## src/rtl/enemy_track_predictor_if.sv

```systemverilog
// enemy_track_predictor_if: detector-in / aim-out bus of the enemy track predictor
interface enemy_track_predictor_if;
    logic        v_sync;
    logic [15:0] x_real_in;
    logic [15:0] y_real_in;
    logic        red_detect_in;
    logic [15:0] x_predict_out;
    logic [15:0] y_predict_out;
    logic        red_detect_spi_out;
    logic [1:0]  state_out;
    logic        pred_valid_stb;
    modport master (
        output v_sync, x_real_in, y_real_in, red_detect_in,
        input  x_predict_out, y_predict_out, red_detect_spi_out, state_out, pred_valid_stb
    );
    // v_sync is carried only for drop-in compatibility; the predictor never reads it
    modport slave (
        input  x_real_in, y_real_in, red_detect_in,
        output x_predict_out, y_predict_out, red_detect_spi_out, state_out, pred_valid_stb
    );
endinterface

```

## src/rtl/enemy_track_predictor.sv

```systemverilog
// enemy_track_predictor: tick-sampled IDLE/ACQUIRE/TRACK/COAST tracker with EMA velocity and clamped lead aim
module enemy_track_predictor #(
    parameter int SAMPLE_CYCLES = 20_000_000,
    parameter int X_MAX         = 639,
    parameter int Y_MAX         = 479,
    parameter int CENTER_X      = 320,
    parameter int CENTER_Y      = 240,
    parameter int VMAX          = 16,
    parameter int V_EMA_SHIFT   = 3,
    parameter int DECAY_SHIFT   = 4,
    parameter int ACQUIRE_HITS  = 3,
    parameter int GIVEUP_TICKS  = 10,
    parameter int LEAD_TICKS    = 2
) (
    input logic clk,
    input logic reset,
    enemy_track_predictor_if.slave bus
);
    localparam int CW = $clog2(SAMPLE_CYCLES);
    typedef enum logic [1:0] {IDLE, ACQUIRE, TRACK, COAST} state_t;
    state_t state, n_state;
    logic [CW-1:0] cnt;
    logic cnt_hit, sample_stb;
    logic [15:0] est_x, est_y, prev_x, prev_y, n_est_x, n_est_y, n_prev_x, n_prev_y;
    logic signed [15:0] vx, vy, n_vx, n_vy;
    logic prev_valid, n_prev_valid, held;
    logic [3:0] hit_cnt, n_hit_cnt;
    logic [7:0] miss_cnt, n_miss_cnt, miss_inc;

    function automatic logic [15:0] clamp(input int t, input int mx);
        return 16'(t < 0 ? 0 : (t > mx ? mx : t));
    endfunction

    function automatic logic signed [15:0] ema(input logic [15:0] meas, input logic [15:0] prev,
                                               input logic signed [15:0] v);
        int m;
        m = int'(meas) - int'(prev);
        m = m > VMAX ? VMAX : (m < -VMAX ? -VMAX : m);
        return 16'(int'(v) + ((m - int'(v)) >>> V_EMA_SHIFT));
    endfunction

    function automatic logic signed [15:0] decay(input logic signed [15:0] v);
        return v - (v >>> DECAY_SHIFT);
    endfunction

    always_comb begin
        n_state      = state;
        n_est_x      = est_x;
        n_est_y      = est_y;
        n_prev_x     = prev_x;
        n_prev_y     = prev_y;
        n_prev_valid = prev_valid;
        n_vx         = vx;
        n_vy         = vy;
        n_hit_cnt    = hit_cnt;
        n_miss_cnt   = miss_cnt;
        miss_inc     = state == TRACK ? 8'd1 : miss_cnt + 8'd1;
        if (bus.red_detect_in) begin
            n_est_x      = bus.x_real_in;
            n_est_y      = bus.y_real_in;
            n_prev_x     = bus.x_real_in;
            n_prev_y     = bus.y_real_in;
            n_prev_valid = 1'b1;
            n_miss_cnt   = '0;
            n_vx         = state == IDLE ? '0 : (prev_valid ? ema(bus.x_real_in, prev_x, vx) : vx);
            n_vy         = state == IDLE ? '0 : (prev_valid ? ema(bus.y_real_in, prev_y, vy) : vy);
            n_hit_cnt    = state == IDLE ? 4'd1 : (state == ACQUIRE ? hit_cnt + 4'd1 : hit_cnt);
            n_state      = (state == IDLE || state == ACQUIRE) && n_hit_cnt != 4'(ACQUIRE_HITS) ? ACQUIRE : TRACK;
        end else if (state == ACQUIRE) begin
            n_state      = IDLE;
            n_vx         = '0;
            n_vy         = '0;
            n_hit_cnt    = '0;
            n_prev_valid = 1'b0;
        end else if (state != IDLE) begin
            n_prev_valid = 1'b0;
            if (miss_inc == 8'(GIVEUP_TICKS)) begin
                n_state    = IDLE;
                n_vx       = '0;
                n_vy       = '0;
                n_est_x    = 16'(CENTER_X);
                n_est_y    = 16'(CENTER_Y);
                n_hit_cnt  = '0;
                n_miss_cnt = '0;
            end else begin
                n_state    = COAST;
                n_miss_cnt = miss_inc;
                n_est_x    = clamp(int'(est_x) + int'(vx), X_MAX);
                n_est_y    = clamp(int'(est_y) + int'(vy), Y_MAX);
                n_vx       = decay(vx);
                n_vy       = decay(vy);
            end
        end
        held = n_state == TRACK || n_state == COAST;
    end

    // outputs are computed from the post-update state so they land one cycle after sample_stb
    always_ff @(posedge clk or posedge reset) begin
        if (reset) begin
            cnt                    <= '0;
            cnt_hit                <= 1'b0;
            sample_stb             <= 1'b0;
            state                  <= IDLE;
            est_x                  <= '0;
            est_y                  <= '0;
            prev_x                 <= '0;
            prev_y                 <= '0;
            prev_valid             <= 1'b0;
            vx                     <= '0;
            vy                     <= '0;
            hit_cnt                <= '0;
            miss_cnt               <= '0;
            bus.x_predict_out      <= 16'(CENTER_X);
            bus.y_predict_out      <= 16'(CENTER_Y);
            bus.red_detect_spi_out <= 1'b0;
            bus.state_out          <= IDLE;
            bus.pred_valid_stb     <= 1'b0;
        end else begin
            cnt                <= cnt == CW'(SAMPLE_CYCLES - 1) ? '0 : cnt + 1'b1;
            cnt_hit            <= cnt == CW'(SAMPLE_CYCLES - 1);
            sample_stb         <= cnt_hit;
            bus.pred_valid_stb <= sample_stb;
            if (sample_stb) begin
                state                  <= n_state;
                est_x                  <= n_est_x;
                est_y                  <= n_est_y;
                prev_x                 <= n_prev_x;
                prev_y                 <= n_prev_y;
                prev_valid             <= n_prev_valid;
                vx                     <= n_vx;
                vy                     <= n_vy;
                hit_cnt                <= n_hit_cnt;
                miss_cnt               <= n_miss_cnt;
                bus.x_predict_out      <= held ? clamp(int'(n_est_x) + int'(n_vx) * LEAD_TICKS, X_MAX) : 16'(CENTER_X);
                bus.y_predict_out      <= held ? clamp(int'(n_est_y) + int'(n_vy) * LEAD_TICKS, Y_MAX) : 16'(CENTER_Y);
                bus.red_detect_spi_out <= held;
                bus.state_out          <= n_state;
            end
        end
    end
endmodule

```

## src/flat_wrapper.sv

```systemverilog
// flat-port wrapper written by rule: the top's interface ports become plain ports
module enemy_track_predictor_flat 
#(
    parameter int SAMPLE_CYCLES = 20_000_000,
    parameter int X_MAX         = 639,
    parameter int Y_MAX         = 479,
    parameter int CENTER_X      = 320,
    parameter int CENTER_Y      = 240,
    parameter int VMAX          = 16,
    parameter int V_EMA_SHIFT   = 3,
    parameter int DECAY_SHIFT   = 4,
    parameter int ACQUIRE_HITS  = 3,
    parameter int GIVEUP_TICKS  = 10,
    parameter int LEAD_TICKS    = 2
)
  (clk, reset, bus_x_real_in, bus_y_real_in, bus_red_detect_in, bus_x_predict_out, bus_y_predict_out, bus_red_detect_spi_out, bus_state_out, bus_pred_valid_stb);
  enemy_track_predictor_if bus_i ();
  input logic clk;
  input logic reset;
  input wire logic [$bits(bus_i.x_real_in)-1:0] bus_x_real_in;
  input wire logic [$bits(bus_i.y_real_in)-1:0] bus_y_real_in;
  input wire logic [$bits(bus_i.red_detect_in)-1:0] bus_red_detect_in;
  output wire logic [$bits(bus_i.x_predict_out)-1:0] bus_x_predict_out;
  output wire logic [$bits(bus_i.y_predict_out)-1:0] bus_y_predict_out;
  output wire logic [$bits(bus_i.red_detect_spi_out)-1:0] bus_red_detect_spi_out;
  output wire logic [$bits(bus_i.state_out)-1:0] bus_state_out;
  output wire logic [$bits(bus_i.pred_valid_stb)-1:0] bus_pred_valid_stb;
  assign bus_i.x_real_in = bus_x_real_in;
  assign bus_i.y_real_in = bus_y_real_in;
  assign bus_i.red_detect_in = bus_red_detect_in;
  assign bus_x_predict_out = bus_i.x_predict_out;
  assign bus_y_predict_out = bus_i.y_predict_out;
  assign bus_red_detect_spi_out = bus_i.red_detect_spi_out;
  assign bus_state_out = bus_i.state_out;
  assign bus_pred_valid_stb = bus_i.pred_valid_stb;
  enemy_track_predictor #(.SAMPLE_CYCLES(SAMPLE_CYCLES), .X_MAX(X_MAX), .Y_MAX(Y_MAX), .CENTER_X(CENTER_X), .CENTER_Y(CENTER_Y), .VMAX(VMAX), .V_EMA_SHIFT(V_EMA_SHIFT), .DECAY_SHIFT(DECAY_SHIFT), .ACQUIRE_HITS(ACQUIRE_HITS), .GIVEUP_TICKS(GIVEUP_TICKS), .LEAD_TICKS(LEAD_TICKS)) u_core (.clk(clk), .reset(reset), .bus(bus_i));
endmodule
```

## config.mk

```make
export PLATFORM = sky130hd
export DESIGN_NAME = enemy_track_predictor_flat
export DESIGN_NICKNAME = d
export VERILOG_FILES = /design/src/rtl/enemy_track_predictor_if.sv /design/src/rtl/enemy_track_predictor.sv /design/src/flat_wrapper.sv
export SDC_FILE = /design/constraint.sdc
export NUM_CORES = 1
export LEC_CHECK = 0
export CAP_MARGIN = 5
export CORE_MARGIN = 5
export CORE_UTILIZATION = 64
export CTS_CLUSTER_DIAMETER = 60
export CTS_CLUSTER_SIZE = 12
export DETAILED_ROUTE_END_ITERATION = 16
export PLACE_DENSITY = 0.81
export SYNTH_ARGS = -nofsm -noshare
export SYNTH_HDL_FRONTEND = slang
export SYNTH_SLANG_ARGS = --single-unit
```

## constraint.sdc

```tcl
create_clock -name clk -period 12.2 [get_ports clk]
set_input_delay 2.44 -clock clk [delete_from_list [all_inputs] [get_ports clk]]
set_output_delay 2.44 -clock clk [all_outputs]
set_load 0.02 [all_outputs]
```

# Word level (Yosys, flattened, before mapping)
# Cells that the tools add are included.
classes:
  n_addsub: 15
  muxes: 54
  n_eq_ne: 8
  n_lt_le_gt_ge: 12
  n_reduce_logical: 12
op_table:
  columns: ["operator", "n"]
  rows:
  - ["16-bit 2-to-1 mux", 30]
  - ["19-bit 2-to-1 mux", 4]
  - ["18-bit by 1-bit < comparator with 1-bit output, second input constant", 4]
  - ["8-bit 2-to-1 mux", 5]
  - ["19-bit by 16-bit subtractor with 19-bit output", 2]
  - ["17-bit by 16-bit adder with 18-bit output", 2]
  - ["17-bit by 17-bit adder with 18-bit output", 2]
  - ["18-bit by 10-bit greater-than comparator with 1-bit output, second input constant", 2]
  - ["18-bit by 11-bit greater-than comparator with 1-bit output, second input constant", 2]
  - ["17-bit by 6-bit greater-than comparator with 1-bit output, second input constant", 2]
  - ["17-bit by 5-bit < comparator with 1-bit output, second input constant", 2]
  - ["16-bit by 16-bit subtractor with 17-bit output", 2]
  - ["16-bit adder", 2]
  - ["16-bit by 12-bit subtractor with 16-bit output", 2]
  - ["25-bit by 1-bit adder with 25-bit output, second input constant", 1]
  - ["25-bit == test, second input constant", 1]
  - ["25-bit 2-to-1 mux", 1]
  - ["4-bit 2-to-1 mux", 6]
  - ["2-bit 2-to-1 mux", 5]
  - ["8-bit by 1-bit adder with 8-bit output, second input constant", 1]
  - ["8-bit by 4-bit == test with 1-bit output, second input constant", 1]
  - ["2-bit == test, second input constant", 3]
  - ["3-bit AND reduction", 2]
  - ["3-bit nonzero test", 2]
  - ["10 further kinds", 15]
word_totals:
  word_cells: 118
  input_bits: 35
  out_inout_bits: 36
  ff_bits: 172

# Longest topological paths before layout
depth:
  ltp_word: 14
  depth_mapped: 52
  depth_no_buf: 50

# Least setup slack after synthesis
# Ideal clock, no wire load.
synth_timing:
  path_kind: "input to register"
  from: "in bus_y_real_in[3]"
  to: "reg u_core.bus.y_predict_out[10]"
  setup_time_ns: 0.121
  setup_slack_ns: 0.416
  required_time_ns: 12.079
  arrival_time_ns: 11.663
  stages: 47
  cell_sequence: "ha_1 o21ai_0 or2_1 o21a_1 or3_1 a31oi_1 xor2_1 nand4_1 or4_1 ha_1 nand2b_1 nor2_1 ha_1 nor3b_1 inv_1 nor4_2 or3_1 a21oi_1 [... 11 more ...] a21oi_1 mux2i_1 nor2_1 or2_2 ha_1 clkbuf_1 o2111ai_1 o221ai_1 xnor2_1 and2_1 mux2_2 and3_1 a211oi_1 a31o_1 a211o_1 clkbuf_1 nor2_1 a22o_1"
synth_via:
  elab_chain_cells: 14
synth_rtl:
  columns: ["element", "line", "text"]
  rows:
  - ["start: declaration", "flat_wrapper.sv:21", "input wire logic [$bits(bus_i.y_real_in)-1:0] bus_y_real_in;"]
  - ["16-bit by 16-bit subtractor with 17-bit output *", "enemy_track_predictor.sv:37", "m = int'(meas) - int'(prev);"]
  - ["17-bit by 5-bit < comparator with 1-bit output", "enemy_track_predictor.sv:38", "m = m > VMAX ? VMAX : (m < -VMAX ? -VMAX : m);"]
  - ["19-bit 2-to-1 mux", "enemy_track_predictor.sv:38", null]
  - ["19-bit 2-to-1 mux *", "enemy_track_predictor.sv:38", null]
  - ["19-bit by 16-bit subtractor with 19-bit output *", "enemy_track_predictor.sv:39", "return 16'(int'(v) + ((m - int'(v)) >>> V_EMA_SHIFT));"]
  - ["16-bit adder *", "enemy_track_predictor.sv:39", null]
  - ["16-bit 2-to-1 mux * (2 in series)", "enemy_track_predictor.sv:66", "n_vy = state == IDLE ? '0 : (prev_valid ? ema(bus.y_real_in, prev_y, vy) : vy);"]
  - ["16-bit 2-to-1 mux *", "enemy_track_predictor.sv:58", "if (bus.red_detect_in) begin"]
  - ["via u_core.n_vy[10]", "enemy_track_predictor.sv:25", "logic signed [15:0] vx, vy, n_vx, n_vy;"]
  - ["17-bit by 17-bit adder with 18-bit output *", "enemy_track_predictor.sv:135", "bus.y_predict_out <= held ? clamp(int'(n_est_y) + int'(n_vy) * LEAD_TICKS, Y_MAX) : 16'(CENTER_Y);"]
  - ["18-bit by 10-bit greater-than comparator with 1-bit output", "enemy_track_predictor.sv:31", "return 16'(t < 0 ? 0 : (t > mx ? mx : t));"]
  - ["16-bit 2-to-1 mux", "enemy_track_predictor.sv:31", null]
  - ["16-bit 2-to-1 mux *", "enemy_track_predictor.sv:31", null]
  - ["16-bit 2-to-1 mux *", "enemy_track_predictor.sv:135", null]
  - ["end signal: assignment", "enemy_track_predictor.sv:114", "bus.y_predict_out <= 16'(CENTER_Y);"]
  - ["end signal: assignment", "enemy_track_predictor.sv:135", null]
  - ["end: declaration", "enemy_track_predictor_if.sv:19", "output x_predict_out, y_predict_out, red_detect_spi_out, state_out, pred_valid_stb"]
# Mark *: on every way through the listed nets, which the timed path passes. The rest lies on a longest branch.
# A chain may end at the register's enable or synchronous reset.

# Final worst setup path
layout_timing:
  from: "in bus_x_real_in[7]"
  to: "reg u_core.bus.x_predict_out[5]"
layout_via:
  elab_chain_cells: 14
layout_rtl:
  columns: ["element", "line", "text"]
  rows:
  - ["start: declaration", "flat_wrapper.sv:20", "input wire logic [$bits(bus_i.x_real_in)-1:0] bus_x_real_in;"]
  - ["16-bit by 16-bit subtractor with 17-bit output *", "enemy_track_predictor.sv:37", null]
  - ["17-bit by 5-bit < comparator with 1-bit output", "enemy_track_predictor.sv:38", null]
  - ["19-bit 2-to-1 mux", "enemy_track_predictor.sv:38", null]
  - ["19-bit 2-to-1 mux *", "enemy_track_predictor.sv:38", null]
  - ["19-bit by 16-bit subtractor with 19-bit output *", "enemy_track_predictor.sv:39", null]
  - ["16-bit adder *", "enemy_track_predictor.sv:39", null]
  - ["16-bit 2-to-1 mux * (2 in series)", "enemy_track_predictor.sv:65", "n_vx = state == IDLE ? '0 : (prev_valid ? ema(bus.x_real_in, prev_x, vx) : vx);"]
  - ["16-bit 2-to-1 mux *", "enemy_track_predictor.sv:58", null]
  - ["via u_core.n_vx[9]", "enemy_track_predictor.sv:25", null]
  - ["17-bit by 17-bit adder with 18-bit output *", "enemy_track_predictor.sv:134", "bus.x_predict_out <= held ? clamp(int'(n_est_x) + int'(n_vx) * LEAD_TICKS, X_MAX) : 16'(CENTER_X);"]
  - ["18-bit by 11-bit greater-than comparator with 1-bit output", "enemy_track_predictor.sv:31", null]
  - ["16-bit 2-to-1 mux", "enemy_track_predictor.sv:31", null]
  - ["16-bit 2-to-1 mux *", "enemy_track_predictor.sv:31", null]
  - ["16-bit 2-to-1 mux *", "enemy_track_predictor.sv:134", null]
  - ["end signal: assignment", "enemy_track_predictor.sv:113", "bus.x_predict_out <= 16'(CENTER_X);"]
  - ["end signal: assignment", "enemy_track_predictor.sv:134", null]
  - ["end: declaration", "enemy_track_predictor_if.sv:19", null]
# Marks and branches as above.

==> metrics.cfg <==
[status]
status=finished clean

[detailed_routing]
ant_nets=0
top_layer=met4
dr.pass1.iters=6
routed-wl-met3_um=4080
drt_iter0_markers=1602
drc=0
via_per_inst=6.69
wl_per_cell_um=21.4
routed_wl_um=61000
wl_met2_um=29200
met1Wirelength_um=23500
vias=19097

[sta]
tightest_slew_ns=0.989
fin_ws_ns=0.290
fin_crit_sh_pct=97.6
fin_crit_ns=11.91
holdWs_ns=0.363
drv_slew=0
relSlewSlack_pct=34.0
setup_viol=0
fin_skew_ns=0.0102
final.setup.tns_ns=0
fmax_ghz=0.0840
finalHoldViolCount=0

[pwr]
leakage_nw=9.80
finalPower_mw=1.81
ir_drop_uv=91.5
power.density_mw_per_mm2=84.9

[synth]
post_synth_fa_ha_maj_area_fraction_pct=14.1
synth_area_mm2=0.0187
async_flop_share_pct=100
synthXorXnorAreaFrac_pct=7.31
synth_edf_count=0
synthFlopType=dfrtp_1
synth_cell_types=101
synth_cells=2319
synth_simple_gate_area_share_pct=18.6
muxShareOfSynthArea_pct=3.90
ys_seq_area_share_pct=23.1
yosysMostFrequentCell=nor2_1
synth_area_leader_cell=dfrtp_1
netlist_top_cells_count=202 x nor2_1, 193 x ha_1, 177 x a21oi_1, 177 x nand2_1, 166 x dfrtp_1
yosys_warnings=0
synth.avg_cell_area_um2=8.06
synth_top_family_by_area=compound AO/OA/AOI/OAI gates
yosys.area.top_type_share_pct=22.2
synth-compound-area-share_pct=28.4
synth-seq-cells=172
synth_nets=2557
ys_top_cells_by_area=dfrtp_1 22%, ha_1 13%, xnor2_1 5.0%, a21oi_1 4.7%, nor2_1 4.1%

[floorplanning]
ios=71
core_area_mm2=0.0288
die_area_mm2=0.0327
rows=62
start_util_pct=64.9
fp.dieW_um=181
die_y_um=181

[layout]
insertedDiodeCount=0
final_nets=2697
final_layout_size_suffix_gt1_share_pct=11.9
fill_cells=2204
final_area_mm2=0.0214
syn_to_final_growth_pct=14.3

[placement]
post-place-ws_ns=-0.697
port_buffers=70
globalplace.congestion=1.01
place_area_mm2=0.0205
dp_hpwl_um=46200

[job]
maxCapViolations=0

[global_routing]
grt_pass1_vias=18556
grt_max_degree=72
globalRouteOverflowTotal=0
grt_use_total_pct=35.9
grt_pass1_wl_um=96100
antenna_found_initial=0

[critical_path]
cpPeakStageDelay_ns=0.48
arrival_ns=12.21
crit_fanout=6
worst_setup_path_start_kind=input pin
crit_path_end_kind=flop
crit_slowest_cell=or3b_2
critical_path_required_ns=12.50
worstSetupPathType=in -> reg

[clock_network]
cts_buffers=17
cts_root_buffer=clkbuf_16
clock_latency_ns=0.46
clkTransAtPathRegs_ns=0.07
tritoncts=yes
h-tree-depth=4
clkSinkCount=172
clk_path_buf_depth=2

[worst_hold_path]
holdCritPathClass=reg -> reg

state kept, by name (all words and copies together) (netlist names):
name,flops
u_core.prev_x,16
u_core.vy,16
u_core.cnt_hit,1
u_core.bus.x_predict_out,16
u_core.prev_valid,1
u_core.bus.state_out,2
u_core.hit_cnt,4
u_core.est_x,16
u_core.miss_cnt,8
u_core.est_y,16
u_core.prev_y,16
u_core.vx,16
u_core.bus.y_predict_out,16
u_core.sample_stb,1
u_core.cnt,25
u_core.bus.red_detect_spi_out,1
u_core.bus.pred_valid_stb,1
critical path: cells and delay by family:
family                   cells  cell delay [ns]
adder cells (fa/ha/maj)      5             1.67
AND/OR/NAND/NOR             13             2.44
multiplexers                 1             0.17
buffers and inverters        5             0.92
AO/OA/AOI/OAI               21             4.21
XOR/XNOR                     2             0.32
timing repair:
action / 4_1_cts / 5_1_grt
setup buffers: 0 / 2
endpoints found under the setup margin: 15 / 30
gates resized for setup: 2 / 45
pin swaps: 0 / 6
hold buffers: 0 / 0
hold endpoints to repair: 0 / 0
metal layers:
metal,global-route usage [%],vias to the layer above
li1,-,8854
met1,42.8,9138
met2,61.5,868
met3,5.11,237
met4,21.4,0
met5,0,-
layout make-up:
cell class | instances | area [µm²] | share of cell area [%]
multi-input combinational | 1926 | 13700 | 64.3
timing repair buffer | 202 | 1700 | 7.97
tap | 384 | 480 | 2.25
inverter | 140 | 531 | 2.48
sequential | 172 | 4320 | 20.2
clock inverter | 13 | 150 | 0.703
clock buffer | 19 | 453 | 2.12
cells by family after synthesis:
group	Yosys count
mux	67
flops	172
buf+inv	221
compound gates	786
fa+ha+maj	205
xor+xnor	156
simple gates	712
where the power goes:
part / switching [mW] / internal, mW
combinational: 0.376 / 0.276
clock: 0.268 / 0.318
sequential: 0.00220 / 0.572
layout by cell type, fill, tap and decap left out, drive strengths merged, types with 46 or more instances in the layout:
| cell | count |
|---|---|
| nor3 | 69 |
| o21ai | 158 |
| a21o | 100 |
| clkdlybuf4s50 | 69 |
| xor2 | 50 |
| nand2 | 178 |
| buf | 133 |
| inv | 145 |
| mux2 | 46 |
| xnor2 | 106 |
| nor2 | 202 |
| nand3 | 50 |
| o21a | 49 |
| a21oi | 178 |
| dfrtp | 166 |
| ha | 193 |
stage by stage:
step | cells | utilization (%)
6_report | 2856 | 74.2
5_1_grt | 2856 | 74.2
4_1_cts | 2854 | 73.5
3_5_place_dp | 2822 | 71.3
3_3_place_gp | 2822 | 71.3
2_1_floorplan | 2319 | -
path summary, 6_finish.rpt:
path / slack [ns] / cells after the start / end / startpoint
worst min-delay path: 0.36 / 0 / u_core.sample_stb$_DFF_PP0_ / u_core.cnt_hit$_DFF_PP0_
worst max register to register: 2.35 / 47 / u_core.bus.x_predict_out[5]$_DFFE_PP0P_ / u_core.prev_x[7]$_DFFE_PP0P_
max in group asynchronous: 7.74 / 4 / u_core.bus.x_predict_out[9]$_DFFE_PP0P_ / reset
min in group asynchronous: 2.41 / 2 / u_core.cnt[11]$_DFF_PP0_ / reset
worst min register to register: 0.36 / 0 / u_core.sample_stb$_DFF_PP0_ / u_core.cnt_hit$_DFF_PP0_
worst max-delay path: 0.29 / 47 / u_core.bus.x_predict_out[5]$_DFFE_PP0P_ / bus_x_real_in[7]
Power figures use the tool's default switching activity.
